==> config.mk <==
export PLATFORM = sky130hd
export DESIGN_NAME = dma_copy_engine
export DESIGN_NICKNAME = d
export VERILOG_FILES = /design/src/rtl/dmem_pkg.sv /design/src/rtl/dma_copy_engine.sv
export SDC_FILE = /design/constraint.sdc
export NUM_CORES = 1
export LEC_CHECK = 0
export CORE_ASPECT_RATIO = 1.4
export CORE_MARGIN = 3
export CORE_UTILIZATION = 38
export CTS_CLUSTER_SIZE = 20
export DETAILED_ROUTE_END_ITERATION = 10
export GPL_ROUTABILITY_DRIVEN = 0
export PLACE_DENSITY = 0.67
export SYNTH_ARGS = -nofsm -noshare
export SYNTH_HDL_FRONTEND = slang
export SYNTH_SLANG_ARGS = --single-unit
==> constraint.sdc <==
create_clock -name clk -period 5.4 [get_ports clk]
set_input_delay 0.81 -clock clk [delete_from_list [all_inputs] [get_ports clk]]
set_output_delay 0.81 -clock clk [all_outputs]
set_load 0.01 [all_outputs]
==> src/rtl/dmem_pkg.sv <==
// Shared defaults and FSM state encoding for the byte-copy DMA engine.
package dmem_pkg;

    localparam int unsigned DMEM_ADDR_W = 8;
    localparam int unsigned DMEM_DATA_W = 8;
    localparam int unsigned DMEM_DEPTH  = 32;
    localparam int unsigned DMA_LEN_W   = 6;

    typedef enum logic [2:0] {
        ST_IDLE = 3'd0,
        ST_RD   = 3'd1,
        ST_WR   = 3'd2,
        ST_DONE = 3'd3,
        ST_ERR  = 3'd4
    } dma_state_t;

endpackage

==> src/rtl/dma_copy_engine.sv <==
// Single-port memory-to-memory byte copier: one read cycle then one write cycle per byte,
// ascending addresses, with range checking on request.
module dma_copy_engine
    import dmem_pkg::*;
#(
    parameter int unsigned ADDR_W    = DMEM_ADDR_W,
    parameter int unsigned DATA_W    = DMEM_DATA_W,
    parameter int unsigned MEM_DEPTH = DMEM_DEPTH
) (
    input  logic                 clk,
    input  logic                 reset,
    input  logic                 start,
    input  logic [ADDR_W-1:0]    src_addr,
    input  logic [ADDR_W-1:0]    dst_addr,
    input  logic [DMA_LEN_W-1:0] length,
    output logic                 busy,
    output logic                 done,
    output logic                 error,
    output logic [ADDR_W-1:0]    Address,
    output logic [DATA_W-1:0]    WriteData,
    output logic                 MemRead,
    output logic                 MemWrite,
    input  logic [DATA_W-1:0]    ReadData
);

    localparam int unsigned LEN_W = DMA_LEN_W;
    localparam int unsigned SUM_W = ((ADDR_W > LEN_W) ? ADDR_W : LEN_W) + 1;

    dma_state_t         r_state;
    dma_state_t         w_next;
    logic [ADDR_W-1:0]  r_src;
    logic [ADDR_W-1:0]  r_dst;
    logic [LEN_W-1:0]   r_len;
    logic [LEN_W-1:0]   r_i;
    logic [DATA_W-1:0]  r_hold;

    logic [SUM_W-1:0]   w_src_end;
    logic [SUM_W-1:0]   w_dst_end;
    logic               w_range_err;
    logic               w_accept;
    logic               w_last;

    // End addresses are one bit wider than either operand so they cannot wrap.
    assign w_src_end   = SUM_W'(src_addr) + SUM_W'(length);
    assign w_dst_end   = SUM_W'(dst_addr) + SUM_W'(length);
    assign w_range_err = (w_src_end > SUM_W'(MEM_DEPTH)) || (w_dst_end > SUM_W'(MEM_DEPTH));
    assign w_accept    = start && (length != '0) && !w_range_err;
    assign w_last      = (r_i == (r_len - LEN_W'(1)));

    always_ff @(posedge clk or posedge reset) begin
        if (reset) begin
            r_state <= ST_IDLE;
        end else begin
            r_state <= w_next;
        end
    end

    always_comb begin
        w_next = r_state;
        unique case (r_state)
            ST_IDLE: begin
                if (start) begin
                    if (length == '0) begin
                        w_next = ST_DONE;
                    end else if (w_range_err) begin
                        w_next = ST_ERR;
                    end else begin
                        w_next = ST_RD;
                    end
                end
            end
            ST_RD:   w_next = ST_WR;
            ST_WR:   w_next = w_last ? ST_DONE : ST_RD;
            ST_DONE: w_next = ST_IDLE;
            ST_ERR:  w_next = ST_IDLE;
            default: w_next = ST_IDLE;
        endcase
    end

    // Request latch, byte index and read-data holding register.
    always_ff @(posedge clk or posedge reset) begin
        if (reset) begin
            r_src  <= '0;
            r_dst  <= '0;
            r_len  <= '0;
            r_i    <= '0;
            r_hold <= '0;
        end else begin
            unique case (r_state)
                ST_IDLE: begin
                    if (w_accept) begin
                        r_src <= src_addr;
                        r_dst <= dst_addr;
                        r_len <= length;
                        r_i   <= '0;
                    end
                end
                ST_RD:   r_hold <= ReadData;
                ST_WR:   r_i    <= r_i + LEN_W'(1);
                default: ;
            endcase
        end
    end

    // Memory-side signals decode from registers only, never from the request ports.
    always_comb begin
        busy      = 1'b0;
        done      = 1'b0;
        error     = 1'b0;
        Address   = '0;
        WriteData = '0;
        MemRead   = 1'b0;
        MemWrite  = 1'b0;
        unique case (r_state)
            ST_IDLE: ;
            ST_RD: begin
                busy    = 1'b1;
                Address = r_src + ADDR_W'(r_i);
                MemRead = 1'b1;
            end
            ST_WR: begin
                busy      = 1'b1;
                Address   = r_dst + ADDR_W'(r_i);
                WriteData = r_hold;
                MemWrite  = 1'b1;
            end
            ST_DONE: begin
                busy = 1'b1;
                done = 1'b1;
            end
            ST_ERR: begin
                busy  = 1'b1;
                error = 1'b1;
            end
            default: ;
        endcase
    end

endmodule

======== Word level (Yosys, flattened, before mapping) ========
Cells that the tools add are included.
storage, ports and cells
  bits in registers ....................... 39
  bits of input ports ..................... 33
  output and inout bits ................... 21
  logic and storage cells ................. 46
operators by class
  $add $sub $neg .......................... 6
  magnitude comparators ................... 2
  equality and inequality tests ........... 7
  muxes and demuxes ....................... 14
  reduce and logical (&&, ||, !) cells .... 11
operators by type and width
  kind                                                                    number
  8-bit by 6-bit adder with 9-bit output                                  2
  9-bit by 6-bit > comparator with 1-bit output (second input constant)   2
  8-bit by 6-bit adder with 8-bit output                                  2
  8-bit case mux with 2 select lines                                      1
  6-bit case mux with 2 select lines                                      1
  3-bit two-way mux                                                       3
  3-bit case mux with 3 select lines                                      1
  8-bit two-way mux                                                       1
  6-bit by 1-bit adder with 6-bit output (second input constant)          1
  3-bit by 2-bit equality test with 1-bit output (second input constant)  2
  6-bit equality test                                                     1
  6-bit logical NOT                                                       1
  6-bit two-way mux                                                       1
  6-bit nonzero test                                                      1
  6-bit by 1-bit subtractor with 6-bit output (second input constant)     1
  1-bit two-way mux                                                       5
  2-bit inequality test (second input constant)                           2
  2-bit AND reduction                                                     2
  4-bit OR reduction                                                      1
  3-bit by 1-bit equality test with 1-bit output (second input constant)  1
  3-bit equality test (second input constant)                             1
  3-bit logical NOT                                                       1
  1-bit logical AND                                                       2
  2-bit two-way mux                                                       1
  other kinds (3)                                                         3

======== Longest topological paths before layout ========
  word-level depth ........................ 7
  mapped depth ............................ 16
  depth with buffers taken out ............ 15

======== Least setup slack after synthesis ========
No wires, ideal clock.
  path kind ............................... register to output
  from .................................... register r_state[2]
  to ...................................... output Address[6]
  arrival time ............................ 2.763 ns
  data required time ...................... 4.590 ns
  setup slack ............................. 1.827 ns
  stages on the path, launching flop included .. 17
  buffers on the path ..................... 1
  path through ............................ dfrtp_1 > nor2_1 > nand2_1 > clkinv_1 > clkbuf_1 > nand2_1 > nand2_1 > ha_1 > inv_1 > fa_1 > nor2b_1 > o21ai_0 > nand2b_1 > a21o_1 > a21oi_1 > xnor2_1 > nor2_1
between the ends
  cells in the longest elaborated chain, start to end .. 2
  elaborated cells on any way between the ends .. 3
  classes of those cells .................. eq/ne: 2; mux: 1
RTL lines
  what                                                                                                                     RTL line                source
  start: declaration                                                                                                       dma_copy_engine.sv:29   dma_state_t r_state;
  start signal: assignment                                                                                                 dma_copy_engine.sv:54   r_state <= w_next;
  3-bit by 2-bit equality test with 1-bit output / 3-bit by 1-bit equality test with 1-bit output (equally long branches)  dma_copy_engine.sv:114  unique case (r_state)
  8-bit case mux with 2 select lines *                                                                                     dma_copy_engine.sv:114
  end: declaration                                                                                                         dma_copy_engine.sv:19   output logic [ADDR_W-1:0] Address,
Mark *: on every way between the ends. The rest lies on a longest branch, timed or not.

======== Worst setup path in the final report ========
Same ends and word-level chain as after synthesis.

==> flow_metrics.env <==
export IMPL_wl_per_cell_um=14.6
export IMPL_place_area_um2=3390
export IMPL_cts_buffers=5
export IMPL_start_util_pct=39.3
export IMPL_fp_dieArea_um2=8340
export IMPL_drt_first_iter_violations=77
export IMPL_fin_skew_ns=0.00572
export IMPL_route_detailed_drc=0
export IMPL_grt_util_all_layers_pct=15.9
export IMPL_chipWidth_um=78.0
export IMPL_detail_route_antenna_nets=0
export IMPL_min_period_ns=4.73
export IMPL_synth_top_family_by_area="simple AND/OR/NAND/NOR gates"
export IMPL_worstPathRequired_ns=4.59
export IMPL_start_kind="flip-flop"
export IMPL_drive_gt1_share_pct=12.6
export IMPL_synthMuxAreaShare_pct=13.5
export IMPL_cp_end_kind="output port"
export IMPL_synth_flop_cell="dfrtp_1"
export IMPL_antenna_cells=0
export IMPL_clock_sinks=39
export IMPL_antenna_found_initial=0
export IMPL_fin_area_um2=3510
export IMPL_die_h_um=107
export IMPL_grt_pass1_vias=2235
export IMPL_ios=54
export IMPL_syn_nets=331
export IMPL_critPathSlowestCell="clkdlybuf4s50_1"
export IMPL_cp_data_arrival_time_ns=3.92
export IMPL_clock_root_buffer="clkbuf_8"
export IMPL_area_growth_pct=27.2
export IMPL_clockBufferDepth=2
export IMPL_crit_chain="nor2_1 > nand2_1 > clkinv_1 > nand2_1 > nand2_1 > ha_1 > inv_1 > fa_1 > nor2b_1 > o21ai_0 > nand2b_1 > a21o_1 > a21oi_1 > xnor2_1 > nor2_1 > clkdlybuf4s50_1"
export IMPL_rsz0062_at_grt="no"
export IMPL_netlist_area_um2=2760
export IMPL_synthSimpleGateAreaFrac_pct=17.4
export IMPL_max_vdd_ir_drop_v=0.000161
export IMPL_ys_ff_latch=39
export IMPL_max_cap_violations=0
export IMPL_synth_avg_cell_area_um2=10.0
export IMPL_cts_tree="done"
export IMPL_cts_resized_gates=0
export IMPL_hold_viol=0
export IMPL_grt_pass1_wl_um=10400
export IMPL_worstPathMaxFanout=16
export IMPL_numPortBuffers=53
export IMPL_synth_compound_area_share_pct=12.5
export IMPL_synth_adder_area_share_pct=11.2
export IMPL_ctsHoldBuffers=0
export IMPL_vias=2246
export IMPL_criticalPathCategory="reg2out"
export IMPL_first_pass_iters=4
export IMPL_insertion_delay_ns=0.29
export IMPL_period_share_pct=87.5
export IMPL_fp_coreArea_um2=7030
export IMPL_htreeDepth=2
export IMPL_post_cts_buffers=0
export IMPL_grt_start_max_net_pins=40
export IMPL_synth_async_reset_ratio_pct=100
export IMPL_synth_edff_count=0
export IMPL_ys_seq_area_share_pct=35.4
export IMPL_setup_tns_final_ns=0
export IMPL_yosysWarnings=0
export IMPL_synth_cell_type_count=50
export IMPL_slew_violations=0
export IMPL_crit_top_cell="nand2_1"
export IMPL_critPathMaxStageDelay_ns=0.54
export IMPL_clk_pin_slew_ns=0.08
export IMPL_synth_xor_area_share_pct=7.30
export IMPL_powerDensity_nw_per_um2=305
export IMPL_relSlewSlack_pct=65.4
export IMPL_status="completed"
export IMPL_finalSetupViolCount=0
export IMPL_totalWireLength_um=6250
export IMPL_dp_hpwl_um=5020
export IMPL_viasPerCell=5.25
export IMPL_max_freq_mhz=212
export IMPL_finalNetCount=388
export IMPL_worstMarginPinSlew_ns=0.517
export IMPL_power_leakage_nw=1.61
export IMPL_hold_class="reg2reg"
export IMPL_gr_total_overflow=0
export IMPL_syn_inst=275
export IMPL_rows=36
## power breakdown
group          total [mW]  internal (mW)  switching (mW)
sequential          0.441          0.364          0.0768
combinational       0.372          0.205           0.168
clock               0.260          0.152           0.108
total                1.07          0.721           0.352
## sequential cells by signal, indices dropped and copies added (netlist names)
register  flops
r_dst         8
r_hold        8
r_i           6
r_len         6
r_src         8
r_state       3
## worst max-delay path: cells and delay by family, from the launching register on
kind	cells	cell delay [ns]
buffers and inverters	3	0.94
XOR/XNOR	1	0.12
flip-flops	1	0.45
adder cells (fa/ha/maj)	2	0.53
AND/OR/NAND/NOR	7	1.32
AO/OA/AOI/OAI	3	0.28
## layer usage
metal | track usage, % | up-vias | routed length [um]
li1 | - | 1112 | -
met3 | 2.86 | 13 | 291
met2 | 28.6 | 73 | 3070
met1 | 17.7 | 1048 | 2650
met5 | 0 | - | 0
met4 | 8.25 | 0 | 239
## cell type report
cell class | instances | area [um^2]
clock buffer | 6 | 82.6
inverter | 9 | 33.8
tap | 95 | 119
sequential | 39 | 976
timing repair buffer | 56 | 553
clock inverter | 2 | 38.8
fill | 667 | 3510
multi-input combinational | 221 | 1710
## cells in the final DEF (no fill, tap or decap), types with 2 or more instances in the layout
cell type	Yosys	layout
buf_4	0	3
mux2_2	16	16
mux2_4	10	10
xnor2_1	12	12
o311ai_0	2	2
nand2b_1	3	3
a211oi_1	2	2
a211o_1	3	3
nand2_1	26	26
xor2_1	11	11
and3_1	10	10
nor3_1	7	7
nand3_1	2	2
or3_1	2	2
fa_1	3	3
nor4_1	2	2
clkdlybuf4s50_1	0	53
inv_1	8	8
nand4_1	2	2
a21oi_1	11	11
o21ai_0	9	9
a21o_1	7	7
nor2b_1	7	7
clkbuf_8	0	6
o31ai_1	3	3
o211ai_1	2	2
mux2i_1	3	3
ha_1	20	20
o2111ai_1	2	2
dfrtp_1	39	39
nor2_1	27	27
## synth_stat cells, drive strengths merged (3+ instances only)
master | count | share of area (%)
a211oi | 3 | 1.0
xor2 | 11 | 3.5
dfrtp | 39 | 35
nor2 | 27 | 3.7
a21oi | 11 | 2.0
a211o | 3 | 0.95
xnor2 | 12 | 3.8
o31ai | 3 | 0.82
nor2b | 7 | 1.6
mux2 | 27 | 12
nor3 | 8 | 1.9
nand2b | 3 | 0.68
inv | 8 | 1.1
buf | 3 | 1.1
clkbuf | 3 | 0.41
nor4 | 3 | 0.91
and3 | 10 | 2.3
fa | 3 | 2.2
o211ai | 3 | 1.0
o21ai | 9 | 1.6
a21o | 7 | 1.9
ha | 20 | 9.1
mux2i | 3 | 1.1
nand2 | 26 | 3.5
## path summary, 6_finish.rpt
path / startpoint / end / slack (ns) / cells past startpoint
worst max-delay path: r_state[2] / Address[6] / 0.67 / 16
worst min-delay path: r_hold[2] / r_hold[2] / 0.50 / 1
worst max register to register: r_state[2] / r_state[1] / 2.95 / 7
worst min register to register: r_hold[2] / r_hold[2] / 0.50 / 1
max in group asynchronous: reset / r_dst[2] / 4.13 / 3
min in group asynchronous: reset / r_i[2] / 0.94 / 3
## per-stage QoR
step                      hold slack, ns  utilization (%)  power [mW]  cells  setup WS, ns
after detailed placement           0.489             48.3       0.823    420          1.00
after global placement             0.481             48.3       0.810    420          1.10
final                              0.501             50.0        1.07    428         0.675
after CTS                          0.507             50.0        1.09    428         0.668
after floorplan                    0.464                -       0.705    275          1.83
after global routing               0.510             50.0        1.15    428         0.221
## kinds of logic (layout without fill, tap and decap cells)
kind of cell | Yosys count | count (layout)
simple gates | 96 | 96
compound gates | 49 | 49
fa+ha+maj | 23 | 23
mux | 30 | 30
xor+xnor | 23 | 23
flops | 39 | 39
buf+inv | 15 | 73
Power figures use the tool's default switching activity.
